File: config.mk
export PLATFORM = sky130hd
export DESIGN_NAME = pattern_detect_fsm_flat
export DESIGN_NICKNAME = d
export VERILOG_FILES = /design/src/rtl/pattern_detect_fsm_if.sv /design/src/rtl/pattern_detect_fsm.sv /design/src/flat_wrapper.sv
export SDC_FILE = /design/constraint.sdc
export NUM_CORES = 1
export LEC_CHECK = 0
export BUFFER_PORTS_ARGS = -buffer_cell sky130_fd_sc_hd__buf_4
export CAP_MARGIN = 20
export CORE_UTILIZATION = 30
export DETAILED_ROUTE_END_ITERATION = 7
export HOLD_SLACK_MARGIN = 0.12
export PLACE_DENSITY = 0.61
export SYNTH_ARGS = -nofsm -noshare
export SYNTH_HDL_FRONTEND = slang
export SYNTH_SLANG_ARGS = --single-unit
File: constraint.sdc
create_clock -name clk -period 1.4 [get_ports clk]
set_input_delay 0.21 -clock clk [delete_from_list [all_inputs] [get_ports clk]]
set_output_delay 0.21 -clock clk [all_outputs]
set_load 0.02 [all_outputs]
File: src/rtl/pattern_detect_fsm_if.sv
// Serial detector bus: sample strobe, data and clear in; match flag and saturating count out.
interface pattern_detect_fsm_if #(
  parameter int CNT_W = 8
);
  logic             en;
  logic             W;
  logic             clr;
  logic             Zout;
  logic [CNT_W-1:0] match_count;
  logic             count_sat;

  modport master (output en, W, clr, input  Zout, match_count, count_sat);
  modport slave  (input  en, W, clr, output Zout, match_count, count_sat);
endinterface

File: src/rtl/pattern_detect_fsm.sv
// Parametrised serial pattern detector with Mealy/Moore output, optional overlap and a
// saturating match counter. PATTERN bit 0 is the newest sample.
module pattern_detect_fsm #(
  parameter int                     PATTERN_LEN = 2,
  parameter logic [PATTERN_LEN-1:0] PATTERN     = 'b01,
  parameter bit                     OVERLAP     = 1'b1,
  parameter bit                     MOORE       = 1'b0,
  parameter int                     CNT_W       = 8
) (
  input  logic                  clk,
  input  logic                  _rst,
  pattern_detect_fsm_if.slave   bus
);

  generate
    if (PATTERN_LEN < 2 || PATTERN_LEN > 16) begin : g_bad_len
      $error("pattern_detect_fsm: PATTERN_LEN must be in 2..16");
    end
  endgenerate

  localparam int                FILL_W   = $clog2(PATTERN_LEN);
  localparam logic [FILL_W-1:0] FILL_MAX = FILL_W'(PATTERN_LEN - 1);

  logic [PATTERN_LEN-2:0] r_hist;
  logic [FILL_W-1:0]      r_fill;
  logic [CNT_W-1:0]       r_cnt;
  logic                   r_sat;

  logic [PATTERN_LEN-1:0] w_win;
  logic                   w_full;
  logic                   w_hit;
  logic [CNT_W-1:0]       w_cnt_inc;

  // Window is the held history with the current sample appended as the newest bit.
  assign w_win     = {r_hist, bus.W};
  assign w_full    = (r_fill == FILL_MAX);
  assign w_hit     = bus.en & w_full & (w_win == PATTERN);
  assign w_cnt_inc = r_cnt + CNT_W'(1);

  always_ff @(posedge clk or negedge _rst) begin
    if (!_rst) begin
      r_hist <= '0;
      r_fill <= '0;
    end else if (bus.en) begin
      if (w_hit && !OVERLAP) begin
        r_hist <= '0;
        r_fill <= '0;
      end else begin
        r_hist <= w_win[PATTERN_LEN-2:0];
        if (!w_full) r_fill <= r_fill + FILL_W'(1);
      end
    end
  end

  // clr wins over a coincident hit; an all-ones count holds and marks saturation.
  always_ff @(posedge clk or negedge _rst) begin
    if (!_rst) begin
      r_cnt <= '0;
      r_sat <= 1'b0;
    end else if (bus.clr) begin
      r_cnt <= '0;
      r_sat <= 1'b0;
    end else if (w_hit) begin
      if (&r_cnt) begin
        r_sat <= 1'b1;
      end else begin
        r_cnt <= w_cnt_inc;
        if (&w_cnt_inc) r_sat <= 1'b1;
      end
    end
  end

  assign bus.match_count = r_cnt;
  assign bus.count_sat   = r_sat;

  generate
    if (MOORE) begin : g_moore
      logic r_zout;
      always_ff @(posedge clk or negedge _rst) begin
        if (!_rst) r_zout <= 1'b0;
        else       r_zout <= w_hit;
      end
      assign bus.Zout = r_zout;
    end else begin : g_mealy
      assign bus.Zout = w_hit;
    end
  endgenerate

endmodule

File: src/flat_wrapper.sv
// flat-port wrapper written by rule: the top's interface ports become plain ports
module pattern_detect_fsm_flat 
#(
  parameter int                     PATTERN_LEN = 2,
  parameter logic [PATTERN_LEN-1:0] PATTERN     = 'b01,
  parameter bit                     OVERLAP     = 1'b1,
  parameter bit                     MOORE       = 1'b0,
  parameter int                     CNT_W       = 8
)
  (clk, _rst, bus_en, bus_W, bus_clr, bus_Zout, bus_match_count, bus_count_sat);
  pattern_detect_fsm_if #(.CNT_W(CNT_W)) bus_i ();
  input  logic clk;
  input  logic _rst;
  input wire logic [$bits(bus_i.en)-1:0] bus_en;
  input wire logic [$bits(bus_i.W)-1:0] bus_W;
  input wire logic [$bits(bus_i.clr)-1:0] bus_clr;
  output wire logic [$bits(bus_i.Zout)-1:0] bus_Zout;
  output wire logic [$bits(bus_i.match_count)-1:0] bus_match_count;
  output wire logic [$bits(bus_i.count_sat)-1:0] bus_count_sat;
  assign bus_i.en = bus_en;
  assign bus_i.W = bus_W;
  assign bus_i.clr = bus_clr;
  assign bus_Zout = bus_i.Zout;
  assign bus_match_count = bus_i.match_count;
  assign bus_count_sat = bus_i.count_sat;
  pattern_detect_fsm #(.PATTERN_LEN(PATTERN_LEN), .PATTERN(PATTERN), .OVERLAP(OVERLAP), .MOORE(MOORE), .CNT_W(CNT_W)) u_core (.clk(clk), ._rst(_rst), .bus(bus_i));
endmodule
=== Yosys cells after proc, flatten, opt, wreduce, memory -nomap -nowiden ===
Index checks and enable logic that the tools add are counted.

* Multiplexer cells: 8
* Reductions and logical operators: 6
* Bitwise gates (word level): 2
* Equal/unequal tests: 2
* $add $sub $neg: 2

{| class="wikitable"
|+ Operators with widths
! operator !! count
|-
| $mux W8 || 3
|-
| $reduce_and A8 Y1 || 2
|-
| $add A8 B1 Y8 const B || 1
|-
| $mux W1 || 5
|-
| $reduce_and A2 Y1 || 2
|-
| $reduce_bool A3 Y1 || 1
|-
| $and A1 B1 Y1 || 2
|-
| $eq A2 B1 Y1 const B || 1
|-
| $ne A2 B2 Y1 const B || 1
|-
| $reduce_bool A2 Y1 || 1
|-
| $add A1 B1 Y1 const B || 1
|}

* Register bits: 11
* Bits of input ports: 5
* Output and inout bits: 10
* Logic and storage cells: 24

=== Depth between registers and ports, before layout ===
* Word-level depth: 6
* Mapped depth: 5
* Mapped depth without buffers: 5

=== Worst setup path after synthesis ===
Ideal clock, no wire load.

* Path type: reg2reg
* Start: register u_core.r_cnt[0] (netlist: u_core.bus.match_count[0])
* End: register u_core.r_cnt[1] (netlist: u_core.bus.match_count[1])
* Arrival: 1,425 ps
* Setup time: 94 ps
* Data required time: 1,306 ps
* Setup slack: -119 ps
* Stages on the path, launching flop included: 6
* Buffers on the path: 0
* Clock period less this slack: 1,519 ps
* Path through: dfrtp_1 -> ha_1 -> and3_1 -> a21oi_2 -> nor2_1 -> a211oi_1

* Word-level cells in the longest chain between the ends: 4
* Elaborated cells on any way between the ends: 7
* Those cells by class: add/sub: 1; eq/ne: 1; mux: 3; reduce/logical: 2

{| class="wikitable"
|+ RTL lines
! what !! line !! source
|-
| from (decl) || pattern_detect_fsm.sv:26 || <nowiki>logic [CNT_W-1:0] r_cnt;</nowiki>
|-
| from (signal assigned) || pattern_detect_fsm.sv:67 || <nowiki>r_cnt <= w_cnt_inc;</nowiki>
|-
| $add A8 B1 Y8 || pattern_detect_fsm.sv:38 || <nowiki>assign w_cnt_inc = r_cnt + CNT_W'(1);</nowiki>
|-
| $mux W8 || pattern_detect_fsm.sv:64 || <nowiki>if (&r_cnt) begin</nowiki>
|-
| $mux W8 || pattern_detect_fsm.sv:63 || <nowiki>end else if (w_hit) begin</nowiki>
|-
| $mux W8 || pattern_detect_fsm.sv:60 || <nowiki>end else if (bus.clr) begin</nowiki>
|}

Several ways; a longest one is shown, not always the timed one. The select of a mux whose other input is x is not followed.
A chain may end at the register's enable or synchronous reset.

=== Worst setup path after layout ===
* Start: register u_core.r_cnt[0] (netlist: u_core.bus.match_count[0])
* End: register u_core.r_cnt[5] (netlist: u_core.bus.match_count[5])

Same word-level chain as after synthesis.

==> results.toml <==
[global_routing]
track_usage = 0.1672
grt_antenna_before_repair = 0
grt_pass1_wl_um = 2532
grt_start_max_net_pins = 12
grt_overflow = 0
grt_pass1_vias = 573

[power]
power.density_nw_per_um2 = 687.0
irDropWorstVdd_v = 0.0005746
p_total_uw = 648.9
leakage_nw = 0.4263

[floorplanning]
die_area_um2 = 2281
num_rows = 16
num_io_pins = 15
start_util = 0.3202
die_h_um = 47.76
die_w_um = 47.76
coreArea_um2 = 1962

[sta]
slew_violations = 0
rsz0062_at_grt = "true"
hold_violations = 0
post-route-period-util = 0.9729
max_slew_margin = 0.8128
tns_ns = 0
timing.final.setup_violations = 0
fmax_ghz = 0.7342
setup_ws_ns = 0.03795
worstMarginPinSlew_ns = 0.2788
period_needed_ns = 1.362
final.setup_skew_ns = 0.008863

[finish]
antenna_cells = 0
finalNonFillerCells = 119
layout-drive-gt1-share = 0.5109
area_growth_pct = 50.40
fillers = 215
final_nets = 100
fin_area_um2 = 944.7

[synthesis]
synth_top_area_frac = 0.4382
yosys_register_bits = 11
ys_top_cells_by_area = "dfrtp_1 (44%), nand2_1 (4.2%), and4_1 (4.2%), a31oi_1 (4.0%), ha_1 (4.0%)"
synthCells = 63
ys_types = 28
yosysTopAreaCell = "dfrtp_1"
syn_avg_cell_area_um2 = 9.970
synth-seq-area-share = 0.4382
syn-num-nets = 70
yosys_warnings = 0
post_synth_instance_area_um2 = 628.1

[worst_hold_path]
hold_class = "input port to register"

[cts]
path_clk_slew_ns = 0.08
cts_tree = "yes"
cts_buffer_depth = 2
clock_latency_ns = 0.27
cts_buffers = 3
htree_num_levels = 1
cts_sinks = 11
root_buffer = "clkbuf_4"

[placement]
place_inst = 109
preCtsSetupSlack_ns = -0.03425
place_area_um2 = 827.0
io_buffer_count = 14
gp_congestion = 0.6950
dp_hpwl_um = 1198

[detailed_routing]
ant_nets = 0
vias = 620
drt-pass1-iter-count = 4
first_iter_violations = 4
drt_wl_total_um = 1749
drcViolationCount = 0
routed_via_density = 5.210
routedWlPerCell_um = 14.70

[worst_setup_path]
cp.arrival_ns = 1.51
slowest_stage = "dfrtp_2"
crit_chain = "ha_4, buf_4, nand2_2, nand3_2, mux2_4"
cp-start-kind = "register"
path_class = "register to register"
cp.required_ns = 1.55
cp_max_fo = 6
max_stage_delay_ns = 0.45
worst_setup_path_end_kind = "register"

[flow_run]
maxCapViolCount = 0

[outcome]
status = "complete, no violations"
through the flow:
stage,utilization,hold slack (ns)
4_1_cts,0.4541,0.1805
3_5_place_dp,0.4216,0.05490
6_report,0.4815,0.1838
3_3_place_gp,0.4216,0.05825
2_1_floorplan,-,-0.08559
5_1_grt,0.4815,0.1779
final timing paths:
| path | from | endpoint | slack (ns) | cells after the start |
|---|---|---|---|---|
| worst max-delay path | u_core.bus.match_count[0] | u_core.bus.match_count[5] | 0.04 | 5 |
| worst max register to register | u_core.bus.match_count[0] | u_core.bus.match_count[5] | 0.04 | 5 |
| min in group asynchronous | _rst | u_core.bus.count_sat | 0.30 | 2 |
| worst min register to register | u_core.r_hist | u_core.r_hist | 0.52 | 1 |
| max in group asynchronous | _rst | u_core.bus.match_count[2] | 0.93 | 2 |
| worst min-delay path | bus_en | u_core.r_fill | 0.18 | 2 |
cells in the mapped netlist:
| cell | number |
|---|---|
| nor3_4 | 1 |
| or2_2 | 1 |
| o21a_1 | 2 |
| xnor2_1 | 1 |
| nor2b_1 | 1 |
| o22ai_1 | 1 |
| xor2_1 | 1 |
| nor4_1 | 2 |
| dfrtp_1 | 11 |
| nor3_1 | 1 |
| nand2_1 | 7 |
| clkbuf_1 | 1 |
| a31oi_1 | 4 |
| ha_1 | 2 |
| inv_1 | 3 |
| and4_1 | 3 |
| nor2_1 | 6 |
| nand4b_4 | 1 |
| a21oi_1 | 2 |
| a211oi_1 | 2 |
| a21oi_2 | 1 |
| and3_1 | 1 |
| buf_2 | 1 |
| mux2_4 | 1 |
| a31o_2 | 1 |
| a311oi_1 | 1 |
| mux2_2 | 1 |
| nand3_1 | 3 |
cells by family (layout without fill, tap and decap cells):
group                      Yosys count  in the layout  share of synthesized area
adders and majority gates            2              2                    0.03983
buffers and inverters                5             34                    0.03186
xor gates and xnor gates             2              2                    0.02789
and+or+nand+nor                     27             27                     0.2650
AOI/OAI and AO/OA                   14             14                     0.1554
DFF                                 11             11                     0.4382
muxes                                2              2                    0.04182
area by class of cell:
class / instances / area [µm²] / area share
timing repair buffer: 27 / 209.0 / 0.2212
clock buffer: 4 / 26.28 / 0.02781
multi-input combinational: 47 / 385.4 / 0.4079
inverter: 3 / 11.26 / 0.01192
sequential: 11 / 279.0 / 0.2954
tap: 27 / 33.78 / 0.03576
critical path: cells and delay by family (launching register included):
family / cells / cell delay (ns)
buffers and inverters: 1 / 0.14
AND/OR/NAND/NOR: 2 / 0.16
multiplexers: 1 / 0.30
flip-flops: 1 / 0.45
adder cells (fa/ha/maj): 1 / 0.19
per-layer routing:
metal	GRT usage	share of wire	vias up	routed length [µm]
li1	-	-	296	-
met1	0.2158	0.44	303	765
met2	0.2649	0.50	17	879
met3	0.07547	0.041	4	72
met4	0.02222	0.019	0	33
met5	0	0	-	0
power breakdown:
group,switching [mW],internal (mW),leakage (nW)
logic,0.0492,0.0457,0.271
clock network,0.110,0.110,0.0150
registers,0.00848,0.325,0.141
total,0.168,0.481,0.426
placed cells by master (no fill, tap or decap):
cell type,netlist,layout
a31o_2,1,1
clkbuf_1,1,1
clkbuf_4,0,3
nor3_1,1,1
buf_6,0,1
xnor2_1,1,1
a21oi_4,0,1
dlygate4sd3_1,0,1
a211oi_1,2,1
ha_1,2,1
ha_4,0,1
dfrtp_1,11,8
mux2_2,1,1
nand3_2,0,1
buf_4,0,25
nand2_1,7,5
o21a_1,2,2
nand2_4,0,1
nor3_4,1,1
nor2_1,6,5
a311oi_1,1,1
o22ai_1,1,1
inv_2,0,1
nand2_2,0,1
xor2_1,1,1
nand3_1,3,2
a31oi_1,4,4
inv_1,3,2
and3_4,0,1
mux2_4,1,1
and4_1,3,3
or2_2,1,1
nor4_1,2,2
nor2_4,0,1
a21oi_1,2,2
dfrtp_2,0,3
a211oi_2,0,1
nor2b_1,1,1
nand4b_4,1,1
what timing repair did:
action,CTS,global route
resized for setup,1,10
hold buffers,1,0
endpoints found under the setup margin,1,6
hold endpoints to repair,11,0
pin swaps,2,3
setup buffers,3,2
state kept, by name, summed over array words and instances (netlist names):
| register | count |
|---|---|
| u_core.bus.count_sat | 1 |
| u_core.bus.match_count | 8 |
| u_core.r_hist | 1 |
| u_core.r_fill | 1 |
Power figures use the tool's default switching activity.
